<file path="config.mk">
export PLATFORM = sky130hd
export DESIGN_NAME = diffeq_solver_param
export DESIGN_NICKNAME = d
export VERILOG_FILES = /design/src/rtl/diffeq_pkg.sv /design/src/rtl/diffeq_step_dp.sv /design/src/rtl/dsp_adder.sv /design/src/rtl/diffeq_solver_param.sv
export SDC_FILE = /design/constraint.sdc
export NUM_CORES = 2
export LEC_CHECK = 0
export ABC_AREA = 0
export CAP_MARGIN = 0
export CORE_MARGIN = 2
export CORE_UTILIZATION = 55
export DETAILED_ROUTE_END_ITERATION = 10
export GPL_ROUTABILITY_DRIVEN = 0
export PLACE_DENSITY = 0.79
export REMOVE_ABC_BUFFERS = 1
export SLEW_MARGIN = 20
export SYNTH_ARGS = -nofsm -noshare
export SYNTH_HDL_FRONTEND = slang
export SYNTH_SLANG_ARGS = --single-unit
export TNS_END_PERCENT = 100
</file>
<file path="constraint.sdc">
create_clock -name clk -period 20.4 [get_ports clk]
set_input_delay 3.06 -clock clk [delete_from_list [all_inputs] [get_ports clk]]
set_output_delay 3.06 -clock clk [all_outputs]
set_load 0.05 [all_outputs]
</file>
<file path="src/rtl/diffeq_pkg.sv">
// Shared types and default sizing for the differential-equation solver.
package diffeq_pkg;

    localparam int unsigned DefWidth = 32;
    localparam int unsigned DefIterW = 16;

    typedef enum logic [1:0] {
        StIdle,
        StIter,
        StDone
    } state_e;

endpackage

</file>
<file path="src/rtl/diffeq_step_dp.sv">
// Combinational next-state datapath for one Euler step of y'' + 3xy' + 3y = 0.
module diffeq_step_dp #(
    parameter int unsigned Width = 32
) (
    input  logic [Width-1:0] x_i,
    input  logic [Width-1:0] y_i,
    input  logic [Width-1:0] u_i,
    input  logic [Width-1:0] dx_i,
    output logic [Width-1:0] x_o,
    output logic [Width-1:0] y_o,
    output logic [Width-1:0] u_o
);

    localparam int unsigned NSlice = Width / 8;
    localparam logic [Width-1:0] Three = Width'(3);

    logic [Width-1:0] t, m_tx, m_dy, u_part;
    logic [NSlice:0]  c_x, c_y, c_u1, c_u2;
    logic             unused_carry;

    assign t    = u_i * dx_i;
    assign m_tx = Three * t * x_i;
    assign m_dy = Three * dx_i * y_i;

    // Subtractions are u + ~m + 1, so the u chains start with carry set.
    assign c_x[0]  = 1'b0;
    assign c_y[0]  = 1'b0;
    assign c_u1[0] = 1'b1;
    assign c_u2[0] = 1'b1;

    for (genvar i = 0; i < NSlice; i++) begin : g_slice
        dsp_adder u_add_x (
            .a_i     (x_i[8*i+:8]),
            .b_i     (dx_i[8*i+:8]),
            .carry_i (c_x[i]),
            .sum_o   (x_o[8*i+:8]),
            .carry_o (c_x[i+1])
        );
        dsp_adder u_add_y (
            .a_i     (y_i[8*i+:8]),
            .b_i     (t[8*i+:8]),
            .carry_i (c_y[i]),
            .sum_o   (y_o[8*i+:8]),
            .carry_o (c_y[i+1])
        );
        dsp_adder u_add_u1 (
            .a_i     (u_i[8*i+:8]),
            .b_i     (~m_tx[8*i+:8]),
            .carry_i (c_u1[i]),
            .sum_o   (u_part[8*i+:8]),
            .carry_o (c_u1[i+1])
        );
        dsp_adder u_add_u2 (
            .a_i     (u_part[8*i+:8]),
            .b_i     (~m_dy[8*i+:8]),
            .carry_i (c_u2[i]),
            .sum_o   (u_o[8*i+:8]),
            .carry_o (c_u2[i+1])
        );
    end

    assign unused_carry = ^{c_x[NSlice], c_y[NSlice], c_u1[NSlice], c_u2[NSlice]};

endmodule

</file>
<file path="src/rtl/dsp_adder.sv">
// 8-bit adder slice with carry in/out; chained to build wider adders.
module dsp_adder (
    input  logic [7:0] a_i,
    input  logic [7:0] b_i,
    input  logic       carry_i,
    output logic [7:0] sum_o,
    output logic       carry_o
);

    assign {carry_o, sum_o} = {1'b0, a_i} + {1'b0, b_i} + {8'd0, carry_i};

endmodule

</file>
<file path="src/rtl/diffeq_solver_param.sv">
// Iterative solver: accepts a job, steps until x >= a or the iteration limit, presents result.
module diffeq_solver_param
    import diffeq_pkg::*;
#(
    parameter int unsigned     WIDTH    = DefWidth,
    parameter int unsigned     ITER_W   = DefIterW,
    parameter longint unsigned MAX_ITER = (64'd1 << ITER_W) - 64'd1
) (
    input  logic              clk,
    input  logic              reset,
    input  logic              in_valid,
    output logic              in_ready,
    input  logic [WIDTH-1:0]  x_in,
    input  logic [WIDTH-1:0]  y_in,
    input  logic [WIDTH-1:0]  u_in,
    input  logic [WIDTH-1:0]  a_in,
    input  logic [WIDTH-1:0]  dx_in,
    output logic              out_valid,
    input  logic              out_ready,
    output logic [WIDTH-1:0]  x_out,
    output logic [WIDTH-1:0]  y_out,
    output logic [WIDTH-1:0]  u_out,
    output logic [ITER_W-1:0] iter_out,
    output logic              timeout
);

    localparam logic [ITER_W-1:0] MaxIter = ITER_W'(MAX_ITER);

    state_e            state_q, state_d;
    logic [WIDTH-1:0]  x_q, x_d, y_q, y_d, u_q, u_d, a_q, a_d, dx_q, dx_d;
    logic [WIDTH-1:0]  x_nxt, y_nxt, u_nxt;
    logic [ITER_W-1:0] cnt_q, cnt_d;
    logic              timeout_q, timeout_d;

    diffeq_step_dp #(
        .Width (WIDTH)
    ) u_step_dp (
        .x_i  (x_q),
        .y_i  (y_q),
        .u_i  (u_q),
        .dx_i (dx_q),
        .x_o  (x_nxt),
        .y_o  (y_nxt),
        .u_o  (u_nxt)
    );

    always_ff @(posedge clk) begin
        if (reset) begin
            state_q   <= StIdle;
            x_q       <= '0;
            y_q       <= '0;
            u_q       <= '0;
            a_q       <= '0;
            dx_q      <= '0;
            cnt_q     <= '0;
            timeout_q <= 1'b0;
        end else begin
            state_q   <= state_d;
            x_q       <= x_d;
            y_q       <= y_d;
            u_q       <= u_d;
            a_q       <= a_d;
            dx_q      <= dx_d;
            cnt_q     <= cnt_d;
            timeout_q <= timeout_d;
        end
    end

    always_comb begin
        state_d = state_q;
        unique case (state_q)
            StIdle:  if (in_valid) state_d = StIter;
            StIter:  if (x_q >= a_q || cnt_q == MaxIter) state_d = StDone;
            StDone:  if (out_ready) state_d = StIdle;
            default: state_d = StIdle;
        endcase
    end

    always_comb begin
        x_d       = x_q;
        y_d       = y_q;
        u_d       = u_q;
        a_d       = a_q;
        dx_d      = dx_q;
        cnt_d     = cnt_q;
        timeout_d = timeout_q;
        if (state_q == StIdle && in_valid) begin
            x_d       = x_in;
            y_d       = y_in;
            u_d       = u_in;
            a_d       = a_in;
            dx_d      = dx_in;
            cnt_d     = '0;
            timeout_d = 1'b0;
        end else if (state_q == StIter && x_q < a_q) begin
            // At the limit the state is frozen and only the abort flag is raised.
            if (cnt_q == MaxIter) begin
                timeout_d = 1'b1;
            end else begin
                x_d   = x_nxt;
                y_d   = y_nxt;
                u_d   = u_nxt;
                cnt_d = cnt_q + 1'b1;
            end
        end
    end

    always_comb begin
        in_ready  = (state_q == StIdle);
        out_valid = (state_q == StDone);
        x_out     = x_q;
        y_out     = y_q;
        u_out     = u_q;
        iter_out  = cnt_q;
        timeout   = timeout_q;
    end

endmodule

</file>
### Yosys cells after proc, flatten, opt, wreduce, memory -nomap -nowiden

Index checks and enable logic that the tools add are counted.

| word-level totals | value |
|---|---|
| bits in registers | 179 |
| word-level logic and storage cells | 85 |
| input port bits | 164 |
| output and inout bits | 115 |

| operators by class | value |
|---|---|
| $add $sub $neg | 31 |
| bitwise operators | 9 |
| eq/ne operators | 7 |
| reduce and logical (&&, ||, !) cells | 10 |
| magnitude comparators | 2 |
| mux-type cells | 13 |
| $mul | 5 |

Operators with widths:

| cell | number |
|---|---|
| $mux 32 | 9 |
| $add 8x8->9 | 12 |
| $mul 32x32->32 | 3 |
| $add 9x1->9 | 8 |
| $mul 2x32->32 const A | 2 |
| $not 8->8 | 8 |
| $add 8x1->8 | 4 |
| $add 8x8->8 | 4 |
| $ge 32x32->1 | 1 |
| $lt 32x32->1 | 1 |
| $add 9x1->9 const B | 2 |
| $add 16x1->16 const B | 1 |
| $eq 16x16->1 const B | 1 |
| $mux 2 | 3 |
| $pmux 2 s3 | 1 |
| $reduce_and 2->1 | 3 |
| $ne 2x1->1 const B | 2 |
| $ne 2x2->1 const B | 2 |
| $reduce_and 3->1 | 1 |
| $eq 2x1->1 const B | 1 |
| $eq 2x2->1 const B | 1 |
| $logic_and 1x1->1 | 2 |
| $logic_not 2->1 | 1 |
| $reduce_bool 2->1 | 1 |
| 3 further kinds | 3 |

### Logic depth before layout (Yosys ltp)

| logic depth | value |
|---|---|
| depth in word-level cells | 14 |
| mapped depth | 77 |
| depth with buffers taken out | 75 |

### By module

A second synthesis with hierarchy kept.

| second synthesis, totals | value |
|---|---|
| cell total of the unflattened synthesis | 7,467 |
| area total of the unflattened synthesis | 63,216.9 µm² |

By module, submodules not included:

| module | sequential area each (µm²) | cells an instance | times used | area an instance (µm²) |
|---|---|---|---|---|
| diffeq_step_dp | 0.0 | 5,817 | 1 | 49,668.9 |
| diffeq_solver_param | 3,583.4 | 1,042 | 1 | 8,543.2 |
| dsp_adder | 0.0 | 38 | 16 | 312.8 |

### Worst setup path before layout

OpenSTA, ideal clock, no wires.

| timing path | value |
|---|---|
| path kind | register to register |
| start | register u_q[6], in the netlist u_out[6] |
| end | register u_q[31], in the netlist u_out[31] |
| setup slack | 2.217 ns |
| period minus slack after synthesis | 18.183 ns |
| data required time | 20.314 ns |
| buffers on the path | 3 |
| library setup time | 0.086 ns |
| arrival time | 18.098 ns |
| stages on the path, launching flop included | 74 |
| cells stage by stage | dfxtp_1 -> clkbuf_1 -> clkbuf_1 -> and2_1 -> fa_1 -> inv_1 -> fa_1 -> fa_1 -> inv_1 -> fa_1 -> ha_1 -> ha_1 -> inv_1 -> fa_1 -> inv_1 -> fa_1 -> ha_1 -> a21boi_0 -> [... 38 more ...] -> fa_1 -> a21o_1 -> a21o_1 -> a21o_1 -> a21oi_1 -> o21ai_0 -> xnor2_1 -> xnor2_1 -> xnor2_1 -> xnor3_1 -> xnor2_1 -> xnor3_1 -> xnor3_1 -> xnor2_1 -> xnor3_1 -> xnor2_1 -> xor2_1 -> a211oi_1 |

| between the ends | value |
|---|---|
| longest elaborated chain between the ends | 14 |
| elaborated cells on any way between the ends | 26 |
| those cells by class | add/sub (16); mul (3); mux (3); bitwise (4) |

Ends and longest elaborated chain:

| what | RTL line | text |
|---|---|---|
| start, declared | diffeq_solver_param.sv:30 | `logic [WIDTH-1:0] x_q, x_d, y_q, y_d, u_q, u_d, a_q, a_d, dx_q, dx_d;` |
| start signal, assigned | diffeq_solver_param.sv:61 | `u_q <= u_d;` |
| $mul 32x32->32 | diffeq_step_dp.sv:21 | `assign t = u_i * dx_i;` |
| $mul 2x32->32 | diffeq_step_dp.sv:22 | `assign m_tx = Three * t * x_i;` |
| $mul 32x32->32 | diffeq_step_dp.sv:22 |  |
| $not 8->8 | diffeq_step_dp.sv:48 | `.b_i (~m_tx[8*i+:8]),` |
| $add 8x8->9 | dsp_adder.sv:10 | `assign {carry_o, sum_o} = {1'b0, a_i} + {1'b0, b_i} + {8'd0, carry_i};` |
| $add 9x1->9 | dsp_adder.sv:10 |  |
| $add 9x1->9 or $add 8x8->9 (tied branches) (2 in series) | dsp_adder.sv:10 |  |
| $add 8x8->9 (tied with other cells) | dsp_adder.sv:10 |  |
| $add 9x1->9 or $add 8x8->8 (tied branches) | dsp_adder.sv:10 |  |
| $add 8x1->8 * | dsp_adder.sv:10 |  |
| $mux 32 * | diffeq_solver_param.sv:97 | `if (cnt_q == MaxIter) begin` |
| $mux 32 * | diffeq_solver_param.sv:95 | `end else if (state_q == StIter && x_q < a_q) begin` |
| $mux 32 * | diffeq_solver_param.sv:87 | `if (state_q == StIdle && in_valid) begin` |

Mark *: on every way between the ends. The rest lies on a longest branch, timed or not. The select of a mux whose other input is x is not followed.
A chain may end at the register's enable or synchronous reset.

### Worst setup path in the final report

| timing path | value |
|---|---|
| start | register u_q[9], in the netlist u_out[9] |
| end | register u_q[31], in the netlist u_out[31] |

| between the ends | value |
|---|---|
| longest elaborated chain between the ends | 13 |
| elaborated cells on any way between the ends | 21 |
| those cells by class | add/sub (12); mul (3); mux (3); bitwise (3) |

Ends and longest elaborated chain:

| what | RTL line |
|---|---|
| $mul 32x32->32 | diffeq_step_dp.sv:21 |
| $mul 2x32->32 | diffeq_step_dp.sv:22 |
| $mul 32x32->32 | diffeq_step_dp.sv:22 |
| $not 8->8 | diffeq_step_dp.sv:48 |
| $add 8x8->9 | dsp_adder.sv:10 |
| $add 9x1->9 | dsp_adder.sv:10 |
| $add 9x1->9 or $add 8x8->9 (tied branches) | dsp_adder.sv:10 |
| $add 8x8->9 (tied with other cells) | dsp_adder.sv:10 |
| $add 9x1->9 or $add 8x8->8 (tied branches) | dsp_adder.sv:10 |
| $add 8x1->8 * | dsp_adder.sv:10 |
| $mux 32 * | diffeq_solver_param.sv:97 |
| $mux 32 * | diffeq_solver_param.sv:95 |
| $mux 32 * | diffeq_solver_param.sv:87 |

Marked as above.

==> run summary <==
Synth Warn # - 0
Fin crit period - 19.62 ns
Sequential cell area fraction in the yosys report - 5.84%
Final hold vios - 0
Post-synth cell types - 61
Slowest library cell on the worst path - dfxtp_1
Post-DP HPWL - 159 mm
Initial DRC count - 5,029
Share of layout cells above drive strength 1 - 3.36%
Clock transition at path regs - 0.09 ns
Status - completed
Combined area of the multi-input logic cells - 0.0509 mm²
Post_cts resized - 0
Area share of the largest cell type after synthesis - 41.1%
Worst path most repeated cell - fa_1
Gr ovfl total - 0
Post-Layout Cell Count - 8,813
First-pass GRT wire length - 313 mm
Post-synthesis register bit count - 179
Reg area - 0.00359 mm²
Syn_area_per_cell - 8.51 µm²
Vias in the first global route - 55,100
Top cells by count, synth - 1,522 x inv_1, 1,362 x nand2_1, 1,259 x fa_1
GRT Util Overall - 36.5%
Worst skew pair latency - 0.57 ns
Largest family of logic cells by synthesized area - adder cells
Relative slew margins - 14.5%
Residual DRC count - 0
Largest net degree at the start of global routing - 118
Final Cycle Share - 96.2%
Clk sinks - 179
CTS tree - built
R2R Setup Slk - 0.78 ns
Adder-cell share of the synthesized area - 52.7%
R2R depth - 69
Core area - 0.111 mm²
Required time of the critical path - 20.78 ns
Worst hold path cell count - 2
Synthesized cell area - 0.0613 mm²
Dpl cells - 8,775
Initial Utilization - 55.4%
Root Driver - clkbuf_16
EDFF count, synth - 0
CTS Buffer Depth - 2
CP Capture Type - register
ANT nets after route - 0
CP Max Fanout - 17
H-tree levels - 4
Crit Path Category - register to register
Crit start category - register
Actual slew at the worst max-slew pin - 1.27 ns
Compound-Gate Fraction of Synth Area - 6.69%
Setup Fix Bufs, Post-CTS - 0
Die area - 0.114 mm²
CTS Buf Count - 17
Xor and xnor area share after synthesis - 5.91%
Top cell type by total area after synthesis - fa_1
DR vias/cell - 5.84
Num ports - 279
WL final - 202 mm
Area delta synth->final - 8.87%
Count leader, synth - inv_1
F_max - 0.0510 GHz
Nets@finish - 9,297
Mux cell area share after synthesis - 1.27%
Avg WL per Cell - 22.9 µm
Hold/Removal Path Class - register to register
First-pass iteration count of the detailed router - 7
Main synth FF type - dfxtp_1
Via count - 51,500
Fillers - 9,290
Critical Path AT - 20.01 ns
Most area-consuming cells after synthesis - fa_1 41%, ha_1 12%, inv_1 9.3%
Die height - 338 µm
Worst Skew - 0.0376 ns
Mapped Cells - 7,206
Hold_buf cts - 0
Final setup vio count - 0
Port Buffer Count - 278
Antenna violations before repair - 16
Synth Area in Simple Gates - 16.1%
Maxcap violations - 0
Synth async-reset ratio - 0%
Num rows - 122
Final Slew Violations - 0
Die X - 338 µm
CP max stage delay - 1.01 ns
==> layer usage <==
metal  track usage (%)  wire length (µm)  part of all wire (%)  up-vias
li1                  -                 -                     -    21700
met5             0.723               258                  0.13        -
met2              56.4             88600                    44     3319
met4              24.8             16300                   8.1       24
met3              12.0             27200                    13      921
met1              43.3             69800                    35    25500
==> critical path: cells and delay by family, from the launching register on <==
kind | cells | cell delay, ns
adder cells (fa/ha/maj) | 20 | 9.03
AND/OR/NAND/NOR | 7 | 1.00
XOR/XNOR | 18 | 4.54
AO/OA/AOI/OAI | 14 | 2.95
flip-flops | 1 | 1.01
buffers and inverters | 10 | 0.90
==> cells in the final DEF, fill, tap and decap left out, types with 38 or more instances in the layout <==
cell / count
xor2_1: 116
dfxtp_1: 173
and2_1: 428
nor2_1: 178
nand2_1: 1361
nor2b_1: 38
nand2b_1: 41
buf_4: 157
ha_1: 568
xnor2_1: 244
o21ai_0: 76
and3_1: 39
inv_1: 1522
fa_1: 1258
a21oi_1: 223
a211oi_1: 91
clkdlybuf4s50_1: 277
a21o_1: 98
mux2i_1: 78
==> layout make-up <==
class	count	area share [%]
clock inverters	14	0.274
clock buffers	18	0.658
well taps	1488	2.79
inverters	1522	8.56
repair buffers	438	6.01
multi-input cells	5148	76.3
diodes	6	0.0225
flip-flops and latches	179	5.38
==> sequential cells by signal, indices dropped and copies added, names as in the netlist <==
register  cells
a_q          32
dx_q         32
u_out        32
x_out        32
y_out        32
iter_out     16
state_q       2
timeout       1
==> kinds of logic (layout without fill, tap and decap cells) <==
kind of cell,after synthesis,count (layout)
and+or+nand+nor,2205,2205
buffers and inverters,1879,1992
adders and majority gates,1827,1827
AOI/OAI and AO/OA,643,643
xor gates and xnor gates,395,395
DFF,179,179
muxes,78,78
other,0,6
==> per-stage QoR <==
step	setup TNS (ns)	utilization (%)	area, µm²	hold WS, ns	setup WS, ns
2_1_floorplan	0	-	60000	0.430	1.61
3_3_place_gp	0	59.7	66100	0.443	1.28
3_5_place_dp	0	59.7	66100	0.448	0.815
4_1_cts	0	60.2	66700	0.460	0.747
5_1_grt	-0.0235	60.3	66800	0.478	-0.0235
6_report	0	60.3	66800	0.457	0.776
==> final timing paths <==
kind / from / endpoint
max: u_out[9] / u_out[31]
min: a_q[19] / a_q[19]
max reg2reg: u_out[9] / u_out[31]
min reg2reg: a_q[19] / a_q[19]
Power is left out: the tool's default activity adds up to more than one toggle a clock period on the data nets, which glitch-free logic cannot reach.
